File: config.mk
export PLATFORM = sky130hd
export DESIGN_NAME = avg_pool_seq
export DESIGN_NICKNAME = d
export VERILOG_FILES = /design/src/rtl/cnn_pkg.sv /design/src/rtl/avg_pool_addr_gen.sv /design/src/rtl/avg_pool_seq.sv
export SDC_FILE = /design/constraint.sdc
export NUM_CORES = 1
export LEC_CHECK = 0
export CAP_MARGIN = 20
export CORE_ASPECT_RATIO = 1.4
export CORE_MARGIN = 8
export CORE_UTILIZATION = 45
export DETAILED_ROUTE_END_ITERATION = 7
export GPL_ROUTABILITY_DRIVEN = 0
export PLACE_DENSITY = 0.66
export SLEW_MARGIN = 10
export SYNTH_ARGS = -nofsm -noshare
export SYNTH_HDL_FRONTEND = slang
export SYNTH_SLANG_ARGS = --single-unit
File: constraint.sdc
create_clock -name clk_i -period 4.3 [get_ports clk_i]
set_input_delay 0.86 -clock clk_i [delete_from_list [all_inputs] [get_ports clk_i]]
set_output_delay 0.86 -clock clk_i [all_outputs]
set_load 0.02 [all_outputs]
File: src/rtl/cnn_pkg.sv
// cnn_pkg: shared pixel/accumulator types, pooling FSM states and 2x2 averaging arithmetic.
//   Build option AVG_POOL_ROUND_EN: defined -> round-half-up average of the exact 18-bit sum;
//   undefined -> sum of per-pixel quarters (bit-exact with the software model).
package cnn_pkg;
    typedef logic [15:0] pixel_t;
    typedef logic [17:0] acc_t;
    typedef enum logic [2:0] {IDLE, RD, WAIT, WR, DONE} avg_pool_state_e;
    // What one pixel adds to the window accumulator.
    function automatic acc_t pool_term(pixel_t p);
`ifdef AVG_POOL_ROUND_EN
        return acc_t'(p);
`else
        return acc_t'(p >> 2);
`endif
    endfunction
    // Final average from the accumulated terms of one 2x2 window.
    function automatic pixel_t pool_avg(acc_t acc);
`ifdef AVG_POOL_ROUND_EN
        return pixel_t'((acc + acc_t'(2)) >> 2);
`else
        return pixel_t'(acc);
`endif
    endfunction
endpackage

File: src/rtl/avg_pool_addr_gen.sv
// avg_pool_addr_gen: window/phase counters and source/destination address offsets for avg_pool_seq.
//   clk_i, reset_i   clock, synchronous active-high reset
//   phase_inc_i      advance read phase (0..3, wraps)
//   win_inc_i        advance window: c fastest, then r, then ch; wraps to 0 after the last
//   phase_o          phase of the next read to issue
//   last_o           current window is the last of the job
//   rd_off_o         source offset of the current (window, phase), mod 2^AW
//   wr_off_o         destination offset of the current window, mod 2^AW
module avg_pool_addr_gen import cnn_pkg::*; #(
    parameter int IMG_W = 32,
    parameter int IMG_H = 32,
    parameter int N_CH  = 1,
    parameter int AW    = 16
) (
    input  logic          clk_i,
    input  logic          reset_i,
    input  logic          phase_inc_i,
    input  logic          win_inc_i,
    output logic [1:0]    phase_o,
    output logic          last_o,
    output logic [AW-1:0] rd_off_o,
    output logic [AW-1:0] wr_off_o
);
    localparam int OW = IMG_W / 2;
    localparam int OH = IMG_H / 2;
    localparam logic [AW-1:0] W_A    = AW'(IMG_W);
    localparam logic [AW-1:0] PLANE  = AW'(IMG_W * IMG_H);
    localparam logic [AW-1:0] OW_A   = AW'(OW);
    localparam logic [AW-1:0] OPLANE = AW'(OW * OH);
    localparam logic [AW-1:0] C_MAX  = AW'(OW - 1);
    localparam logic [AW-1:0] R_MAX  = AW'(OH - 1);
    localparam logic [AW-1:0] CH_MAX = AW'(N_CH - 1);
    logic [1:0]    ph_q;
    logic [AW-1:0] c_q, r_q, ch_q;
    logic          c_last, r_last, ch_last;
    assign c_last  = c_q == C_MAX;
    assign r_last  = r_q == R_MAX;
    assign ch_last = ch_q == CH_MAX;
    assign last_o  = c_last && r_last && ch_last;
    assign phase_o = ph_q;
    // Phase bit 1 selects the lower row of the window, bit 0 the right column.
    assign rd_off_o = ch_q * PLANE + {r_q[AW-2:0], ph_q[1]} * W_A + {c_q[AW-2:0], ph_q[0]};
    assign wr_off_o = ch_q * OPLANE + r_q * OW_A + c_q;
    always_ff @(posedge clk_i) begin
        if (reset_i) begin
            ph_q <= '0;
            c_q  <= '0;
            r_q  <= '0;
            ch_q <= '0;
        end else begin
            if (phase_inc_i)
                ph_q <= ph_q + 2'd1;
            if (win_inc_i) begin
                c_q  <= c_last ? '0 : c_q + AW'(1);
                r_q  <= !c_last ? r_q : r_last ? '0 : r_q + AW'(1);
                ch_q <= !(c_last && r_last) ? ch_q : ch_last ? '0 : ch_q + AW'(1);
            end
        end
    end
endmodule

File: src/rtl/avg_pool_seq.sv
// avg_pool_seq: sequencer that 2x2/stride-2 average-pools feature maps from a single-port RAM.
//   Build option AVG_POOL_ROUND_EN selects round-half-up averaging (see cnn_pkg).
//   clk_i, reset_i      clock, synchronous active-high reset (aborts a job, no done)
//   start_i             begin a job, sampled only when idle
//   src_base_i          word address of channel 0 pixel (0,0), latched on start
//   dst_base_i          word address of the first output, latched on start
//   busy_o              high from the cycle after start through the done cycle
//   done_o              one-cycle pulse after the last write is accepted
//   rd_en_o, rd_addr_o  source read strobe and address; rd_data_i returns one cycle later
//   wr_en_o, wr_addr_o, wr_data_o  destination write, held until wr_ready_i
module avg_pool_seq import cnn_pkg::*; #(
    parameter int IMG_W = 32,
    parameter int IMG_H = 32,
    parameter int N_CH  = 1,
    parameter int AW    = 16
) (
    input  logic          clk_i,
    input  logic          reset_i,
    input  logic          start_i,
    input  logic [AW-1:0] src_base_i,
    input  logic [AW-1:0] dst_base_i,
    output logic          busy_o,
    output logic          done_o,
    output logic          rd_en_o,
    output logic [AW-1:0] rd_addr_o,
    input  pixel_t        rd_data_i,
    output logic          wr_en_o,
    output logic [AW-1:0] wr_addr_o,
    output pixel_t        wr_data_o,
    input  logic          wr_ready_i
);
    if (IMG_W < 2 || IMG_W % 2 != 0 || IMG_H < 2 || IMG_H % 2 != 0) begin : g_bad_dims
        $error("avg_pool_seq: IMG_W and IMG_H must be even and >= 2");
    end
    avg_pool_state_e state_q;
    logic            busy_q, done_q, rd_en_q, wr_en_q, last_q;
    logic [AW-1:0]   rd_addr_q, wr_addr_q, src_q, dst_q;
    pixel_t          wr_data_q;
    acc_t            acc_q, acc_d;
    logic [1:0]      phase;
    logic            last, phase_inc, win_inc;
    logic [AW-1:0]   rd_off, wr_off;
    // The address generator's phase is the next read to issue; 0 while in RD means the
    // window's fourth read is already on the bus.
    assign phase_inc = (state_q == IDLE && start_i) || (state_q == RD && phase != 2'd0) ||
                       (state_q == WR && wr_ready_i && !last_q);
    // Window counters step as the write is prepared, so WR already sees the next window.
    assign win_inc = state_q == WAIT;
    assign acc_d   = acc_q + pool_term(rd_data_i);
    avg_pool_addr_gen #(.IMG_W(IMG_W), .IMG_H(IMG_H), .N_CH(N_CH), .AW(AW)) u_addr (
        .clk_i       (clk_i),
        .reset_i     (reset_i),
        .phase_inc_i (phase_inc),
        .win_inc_i   (win_inc),
        .phase_o     (phase),
        .last_o      (last),
        .rd_off_o    (rd_off),
        .wr_off_o    (wr_off)
    );
    always_ff @(posedge clk_i) begin
        if (reset_i) begin
            state_q   <= IDLE;
            busy_q    <= 1'b0;
            done_q    <= 1'b0;
            rd_en_q   <= 1'b0;
            wr_en_q   <= 1'b0;
            last_q    <= 1'b0;
            rd_addr_q <= '0;
            wr_addr_q <= '0;
            wr_data_q <= '0;
            src_q     <= '0;
            dst_q     <= '0;
            acc_q     <= '0;
        end else begin
            done_q <= 1'b0;
            case (state_q)
                IDLE: if (start_i) begin
                    state_q   <= RD;
                    busy_q    <= 1'b1;
                    rd_en_q   <= 1'b1;
                    rd_addr_q <= src_base_i + rd_off;
                    src_q     <= src_base_i;
                    dst_q     <= dst_base_i;
                    acc_q     <= '0;
                end
                RD: begin
                    // Data returns one cycle late: skip the cycle that issues read 0.
                    if (phase != 2'd1)
                        acc_q <= acc_d;
                    if (phase == 2'd0) begin
                        state_q <= WAIT;
                        rd_en_q <= 1'b0;
                    end else
                        rd_addr_q <= src_q + rd_off;
                end
                WAIT: begin
                    state_q   <= WR;
                    acc_q     <= acc_d;
                    wr_en_q   <= 1'b1;
                    wr_addr_q <= dst_q + wr_off;
                    wr_data_q <= pool_avg(acc_d);
                    last_q    <= last;
                end
                WR: if (wr_ready_i) begin
                    wr_en_q <= 1'b0;
                    if (last_q) begin
                        state_q <= DONE;
                        done_q  <= 1'b1;
                    end else begin
                        state_q   <= RD;
                        rd_en_q   <= 1'b1;
                        rd_addr_q <= src_q + rd_off;
                        acc_q     <= '0;
                    end
                end
                DONE: begin
                    state_q <= IDLE;
                    busy_q  <= 1'b0;
                end
                default: state_q <= IDLE;
            endcase
        end
    end
    assign busy_o    = busy_q;
    assign done_o    = done_q;
    assign rd_en_o   = rd_en_q;
    assign rd_addr_o = rd_addr_q;
    assign wr_en_o   = wr_en_q;
    assign wr_addr_o = wr_addr_q;
    assign wr_data_o = wr_data_q;
endmodule

Word-level counts from Yosys, hierarchy flattened
Cells that the tools add are included.
{"block": "op_classes", "bitwise_logic": 2, "n_mux": 27, "add_sub_neg": 12, "reduce_logical": 27, "n_eq_ne": 13}
{"op": "16-bit adder", "count": 7}
{"op": "16-bit 2-to-1 mux", "count": 7}
{"op": "18-bit 2-to-1 mux", "count": 4}
{"op": "18-bit case mux with 4 select lines", "count": 1}
{"op": "16-bit by 1-bit adder with 16-bit output (second input constant)", "count": 3}
{"op": "16-bit case mux with 3 select lines", "count": 1}
{"op": "16-bit by 4-bit equality test with 1-bit output (second input constant)", "count": 2}
{"op": "18-bit by 14-bit adder with 18-bit output", "count": 1}
{"op": "16-bit logical NOT", "count": 1}
{"op": "5-bit AND reduction", "count": 3}
{"op": "3-bit 2-to-1 mux", "count": 4}
{"op": "3-bit case mux with 4 select lines", "count": 1}
{"op": "2-bit AND reduction", "count": 5}
{"op": "2-bit != test (second input constant)", "count": 4}
{"op": "3-bit by 2-bit equality test with 1-bit output (second input constant)", "count": 2}
{"op": "1-bit logical AND", "count": 6}
{"op": "1-bit 2-to-1 mux", "count": 6}
{"op": "2-bit by 1-bit != test with 1-bit output (second input constant)", "count": 3}
{"op": "2-bit nonzero test", "count": 3}
{"op": "1-bit case mux with 2 select lines", "count": 2}
{"op": "4-bit nonzero test", "count": 1}
{"op": "3-bit by 1-bit equality test with 1-bit output (second input constant)", "count": 1}
{"op": "3-bit equality test (second input constant)", "count": 1}
{"op": "3-bit logical NOT", "count": 1}
{"op": "other kinds (9)", "count": 11}
{"block": "word_totals", "reg_bits": 156, "inputBits": 52, "output_inout_bits": 52}

Longest topological paths before layout
{"block": "depth", "word_depth": 6, "ltp_mapped": 16}

By module
Synthesis repeated with hierarchy kept, for this count alone.
{"block": "unflattened", "cells_unflattened": 1165, "area_unflattened_um2": 9694.3}
{"module": "avg_pool_seq", "area_per_inst_um2": 5935.7, "seq_area_each_um2": 2082.0, "cells_each": 726, "n_inst": 1}
{"module": "avg_pool_addr_gen", "area_per_inst_um2": 3758.6, "seq_area_each_um2": 1001.0, "cells_each": 439, "n_inst": 1}

Worst setup path before layout
OpenSTA, ideal clock, no wires.
{"block": "synth_timing", "path_type": "register to register", "start": "register state_q[2]", "end": "register rd_addr_q[14] (netlist: rd_addr_o[14])", "path_buffers": 3, "t_arrival_ns": 3.358, "setup_slack_ns": 0.857, "path_stages_with_launch": 15, "cell_sequence": "dfxtp_1 buf_2 nand2b_1 clkbuf_1 buf_1 mux2_2 ha_1 fa_1 a21o_1 a21o_1 a211oi_1 o21ai_0 o22ai_1 xor2_1 a211oi_1"}
{"block": "synth_via", "elab_chain_len": 3, "word_cells_on_any_way": 10, "classes_between": "eq/ne (6); mux (1); reduce/logical (3)"}
{"element": "from (decl)", "line_no": "avg_pool_seq.sv:35", "text": "avg_pool_state_e state_q;"}
{"element": "from (signal assigned)", "line_no": "avg_pool_seq.sv:62", "text": "state_q <= IDLE;"}
{"element": "from (signal assigned)", "line_no": "avg_pool_seq.sv:78", "text": "state_q <= RD;"}
{"element": "from (signal assigned)", "line_no": "avg_pool_seq.sv:91", "text": "state_q <= WAIT;"}
{"element": "3-bit by 1-bit equality test with 1-bit output, or another cell as far along", "line_no": "avg_pool_seq.sv:76", "text": "case (state_q)"}
{"element": "2-bit != test (no source line) / 3-bit nonzero test (equally long branches)"}
{"element": "5-bit AND reduction (no source line)"}
{"element": "to (signal assigned)", "line_no": "avg_pool_seq.sv:81", "text": "rd_addr_q <= src_base_i + rd_off;"}
{"element": "to (signal assigned)", "line_no": "avg_pool_seq.sv:94", "text": "rd_addr_q <= src_q + rd_off;"}
{"element": "to (signal assigned)", "line_no": "avg_pool_seq.sv:112", "text": "rd_addr_q <= src_q + rd_off;"}
{"element": "to (decl)", "line_no": "avg_pool_seq.sv:37", "text": "logic [AW-1:0] rd_addr_q, wr_addr_q, src_q, dst_q;"}
Parallel ways exist; a longest one is shown, timed or not.
A chain may end at the register's enable or synchronous reset.

Worst setup path after layout
{"block": "layout_timing", "start": "register u_addr.r_q[0]", "end": "register rd_addr_q[15] (netlist: rd_addr_o[15])"}
{"block": "layout_via", "elab_chain_len": 6, "word_cells_on_any_way": 9, "classes_between": "add/sub (4); mux (5)"}
{"element": "from (decl)", "line_no": "avg_pool_addr_gen.sv:34", "text": "logic [AW-1:0] c_q, r_q, ch_q;"}
{"element": "from (signal assigned)", "line_no": "avg_pool_addr_gen.sv:55", "text": "r_q <= !c_last ? r_q : r_last ? '0 : r_q + AW'(1);"}
{"element": "16-bit adder * (2 in a row)", "line_no": "avg_pool_addr_gen.sv:42", "text": "assign rd_off_o = ch_q * PLANE + {r_q[AW-2:0], ph_q[1]} * W_A + {c_q[AW-2:0], ph_q[0]};"}
{"element": "16-bit adder", "line_no": "avg_pool_seq.sv:94, avg_pool_seq.sv:112"}
{"element": "16-bit 2-to-1 mux", "line_no": "avg_pool_seq.sv:106", "text": "if (last_q) begin"}
{"element": "16-bit 2-to-1 mux", "line_no": "avg_pool_seq.sv:104", "text": "WR: if (wr_ready_i) begin"}
{"element": "16-bit case mux with 3 select lines *", "line_no": "avg_pool_seq.sv:76"}
Mark *: on every way between the ends. The rest lies on a longest branch, timed or not. The select of a mux whose other input is x is not followed.

==> run_results.csv <==
group,metric,value,unit
pwr,vdd_drop_max,0.000247,V
critical_path,start_kind,"flip-flop",
yosys,synth_area_per_cell,8.40,sq um
pwr,p_switching,0.00129,W
floorplanning,initial_core_util,45.9,%
cts,cts_made_buffers,17,
sta,relSlewSlack,43.8,%
yosys,ys_warn_count,0,
layout,drive_above_1_share,5.64,%
pwr,seqPwrFrac,38.4,%
critical_path,rr_endpoint,"rd_addr_o[15]$_SDFFE_PP0P_",
cts,cts_root_buf,"clkbuf_16",
layout,nFillCells,1877,
min_path,worstHoldPathCells,2,
sta,fmax,266,MHz
critical_path,crit_fanout,6,
critical_path,path_class,"reg -> reg",
yosys,yosysUniqueCellTypes,55,
sta,min_period,3750,ps
global_routing,grt_usage,18.4,%
drt,antenna_left,0,
pwr,p_per_area,386,nW/um^2
global_routing,grt_pass1_wl,37.6,mm
pwr,p_comb_share,25.3,%
layout,fin_nets,1328,
sta,finClkSkew,9.06,ps
pwr,p_clk_share,36.3,%
yosys,ys_ff_latch,154,
sta,slew_violations,0,
drt,post_drt_wl_per_cell,15.7,microns
drt,via_count,7817,
sta,setup_violations,0,
place,dp_hpwl,17.1,mm
floorplanning,core_area,19900,sq um
floorplanning,die_y,185,microns
global_routing,grt.overflow.total,0,
critical_path,crit_required,4630,ps
yosys,yosysSeqAreaShare,33.7,%
yosys,synth-async-reset-ratio,0,%
pwr,total_leakage_power,4.50,nW
pwr,intPower,0.00296,W
critical_path,worst_r2r_path_depth,12,
global_routing,grt_max_degree,71,
critical_path,ff2ff_setup_slack,550,ps
floorplanning,chipWidth,137,microns
layout,final_cell_mix,"176 x nand2_1, 154 x dfxtp_1, 109 x a21oi_1",
sta,fin_tns_setup,0,ps
cts,cts_tree,"built",
sta,tightest_slew,822,ps
place,portBuffers,101,
yosys,synth_nets,1243,
critical_path,cp.arrival,4090,ps
sta,grt_setup_unrepaired,"false",
yosys,synth_area,9150,sq um
sta,hold_ws,452,ps
cts,ctsResizeCount,0,
yosys,synthFlopType,"dfxtp_1",
cts,clock_sinks,154,
yosys,synthCells,1090,
sta,fin_crit_sh,87.3,%
run_status,status,"completed",
cts,cts_hold_buf,0,
floorplanning,rows,61,
floorplanning,die_area,25200,sq um
pwr,switching_share,30.4,%
drt,routed_wl,22.7,mm
drt,dr.pass1.iters,5,
min_path,worstHoldStart,"wr_addr_o[13]$_SDFFE_PP0P_",
min_path,whs_endpoint,"wr_addr_o[13]$_SDFFE_PP0P_",
critical_path,worst_setup_path_end_kind,"flip-flop",
global_routing,antenna_found_initial,0,
cts,cts.clk_slew.worst_paths,60,ps
layout,syn2layout_area_growth,20.2,%
layout,final_common_cell,"nand2_1",
drt,drc,0,
cts,h-tree-depth,4,
sta,hold_violations,0,
critical_path,timing.rr.start,"u_addr.r_q[0]$_SDFFE_PP0P_",
cts,post-cts-setup-buffer-count,0,
layout,antenna_cells,0,
flow_run,maxCapViolCount,0,
min_path,min_path_type,"reg -> reg",
floorplanning,num_io_pins,104,
global_routing,grt_pass1_vias,7783,
yosys,synth_edf_count,0,
cts,clock_latency,430,ps
cts,clk_path_buf_depth,2,
drt,dr.first_iter.drc_count,441,
drt,vias_per_cell,5.43,
power groups by stage:
stage / combinational, W / sequential, W / clock, W
2_1_floorplan: 0.000657 / 0.00171 / 0
3_3_place_gp: 0.00107 / 0.00166 / 0
3_5_place_dp: 0.00108 / 0.00167 / 0
4_1_cts: 0.00109 / 0.00163 / 0.00157
5_1_grt: 0.00119 / 0.00165 / 0.00163
6_report: 0.00107 / 0.00163 / 0.00154
cell type report:
class	count	area (sq um)	share of cell area, %
Sequential cell	154	3080	28.0
Multi-Input combinational cell	842	5720	52.0
Inverter	47	176	1.60
Clock inverter	9	141	1.29
Tap cell	252	315	2.87
Clock buffer	22	464	4.22
Timing Repair Buffer	113	1100	9.99
metal layers:
metal | part of all wire [%] | routed length (microns) | GRT usage [%] | vias to the layer above
met2 | 52 | 11700 | 33.1 | 153
met5 | 0 | 0 | 0 | -
met3 | 3.9 | 877 | 3.27 | 32
met1 | 42 | 9580 | 21.0 | 3702
met4 | 2.2 | 499 | 7.01 | 0
li1 | - | - | - | 3930
kinds of logic after synthesis:
logic type | share of synthesized area [%]
muxes | 2.28
xor gates and xnor gates | 8.33
buffers and inverters | 3.91
DFF | 33.7
AOI/OAI and AO/OA | 14.8
adders and majority gates | 16.0
and+or+nand+nor | 21.0
cell usage after synthesis, types with 4 or more instances:
cell | instances | area (sq um)
buf_1 | 4 | 15.0
nor4_1 | 12 | 75.1
and4_1 | 4 | 35.0
nor3_1 | 21 | 105
nand2_1 | 176 | 661
a211oi_1 | 16 | 120
o31ai_1 | 6 | 45.0
mux2_2 | 15 | 169
o41ai_1 | 4 | 35.0
nand2b_1 | 12 | 75.1
clkbuf_1 | 39 | 146
or4_1 | 4 | 30.0
o21ai_0 | 35 | 175
nand3b_1 | 13 | 97.6
nand3_1 | 23 | 115
nor2_1 | 94 | 353
and3_1 | 8 | 50.1
nand4_1 | 8 | 50.1
xor2_1 | 31 | 272
fa_1 | 27 | 541
inv_1 | 47 | 176
xnor2_1 | 56 | 490
a22oi_1 | 7 | 52.6
o311ai_0 | 4 | 35.0
or3_1 | 10 | 62.6
a2111oi_0 | 4 | 35.0
mux2i_1 | 4 | 40.0
ha_1 | 74 | 926
a21oi_1 | 109 | 546
dfxtp_1 | 154 | 3080
a21o_1 | 18 | 135
o21bai_1 | 5 | 37.5
or2_2 | 4 | 25.0
nor2b_1 | 8 | 50.1
metrics by stage:
stage / area, sq um / utilization, % / total power, W / instances / setup slack, ps
finish: 11000 / 55.2 / 0.00425 / 1439 / 547
floorplan: 9150 / - / 0.00237 / 1090 / 857
CTS: 11000 / 55.2 / 0.00429 / 1439 / 613
detailed placement: 10400 / 52.2 / 0.00274 / 1408 / 598
global placement: 10400 / 52.2 / 0.00273 / 1408 / 594
global route: 11000 / 55.2 / 0.00447 / 1439 / 242
worst max path at each step:
stage	startpoint	endpoint	slack [ps]
after CTS	u_addr.r_q[0]$_SDFFE_PP0P_	rd_addr_o[15]$_SDFFE_PP0P_	610
after detailed placement	src_base_i[8]	rd_addr_o[13]$_SDFFE_PP0P_	600
after global placement	src_base_i[8]	rd_addr_o[13]$_SDFFE_PP0P_	590
after global routing	u_addr.r_q[0]$_SDFFE_PP0P_	rd_addr_o[15]$_SDFFE_PP0P_	240
final	u_addr.r_q[0]$_SDFFE_PP0P_	rd_addr_o[15]$_SDFFE_PP0P_	550
after floorplan	state_q[2]$_SDFFE_PP0P_	rd_addr_o[14]$_SDFFE_PP0P_	860
flip-flops by register name, summed over array words and instances (netlist names), 2 cells and up:
name and count:
acc_q 16, dst_q 16, rd_addr_o 16, src_q 16, state_q 3, u_addr.c_q 16, u_addr.ch_q 16, u_addr.phase_o 2
u_addr.r_q 16, wr_addr_o 16, wr_data_o 16
worst max-delay path, stage by stage (launching register included):
cell and delay [ps]:
dfxtp_1 480, ha_1 300, ha_1 240, fa_1 400, xor2_1 160, ha_1 360
a21o_1 200, a31oi_1 130, o21ai_0 140, o41ai_1 610, o21ai_0 240, xnor2_1 170
a211oi_1 230
Note: power is estimated with default switching activity, not from simulation.
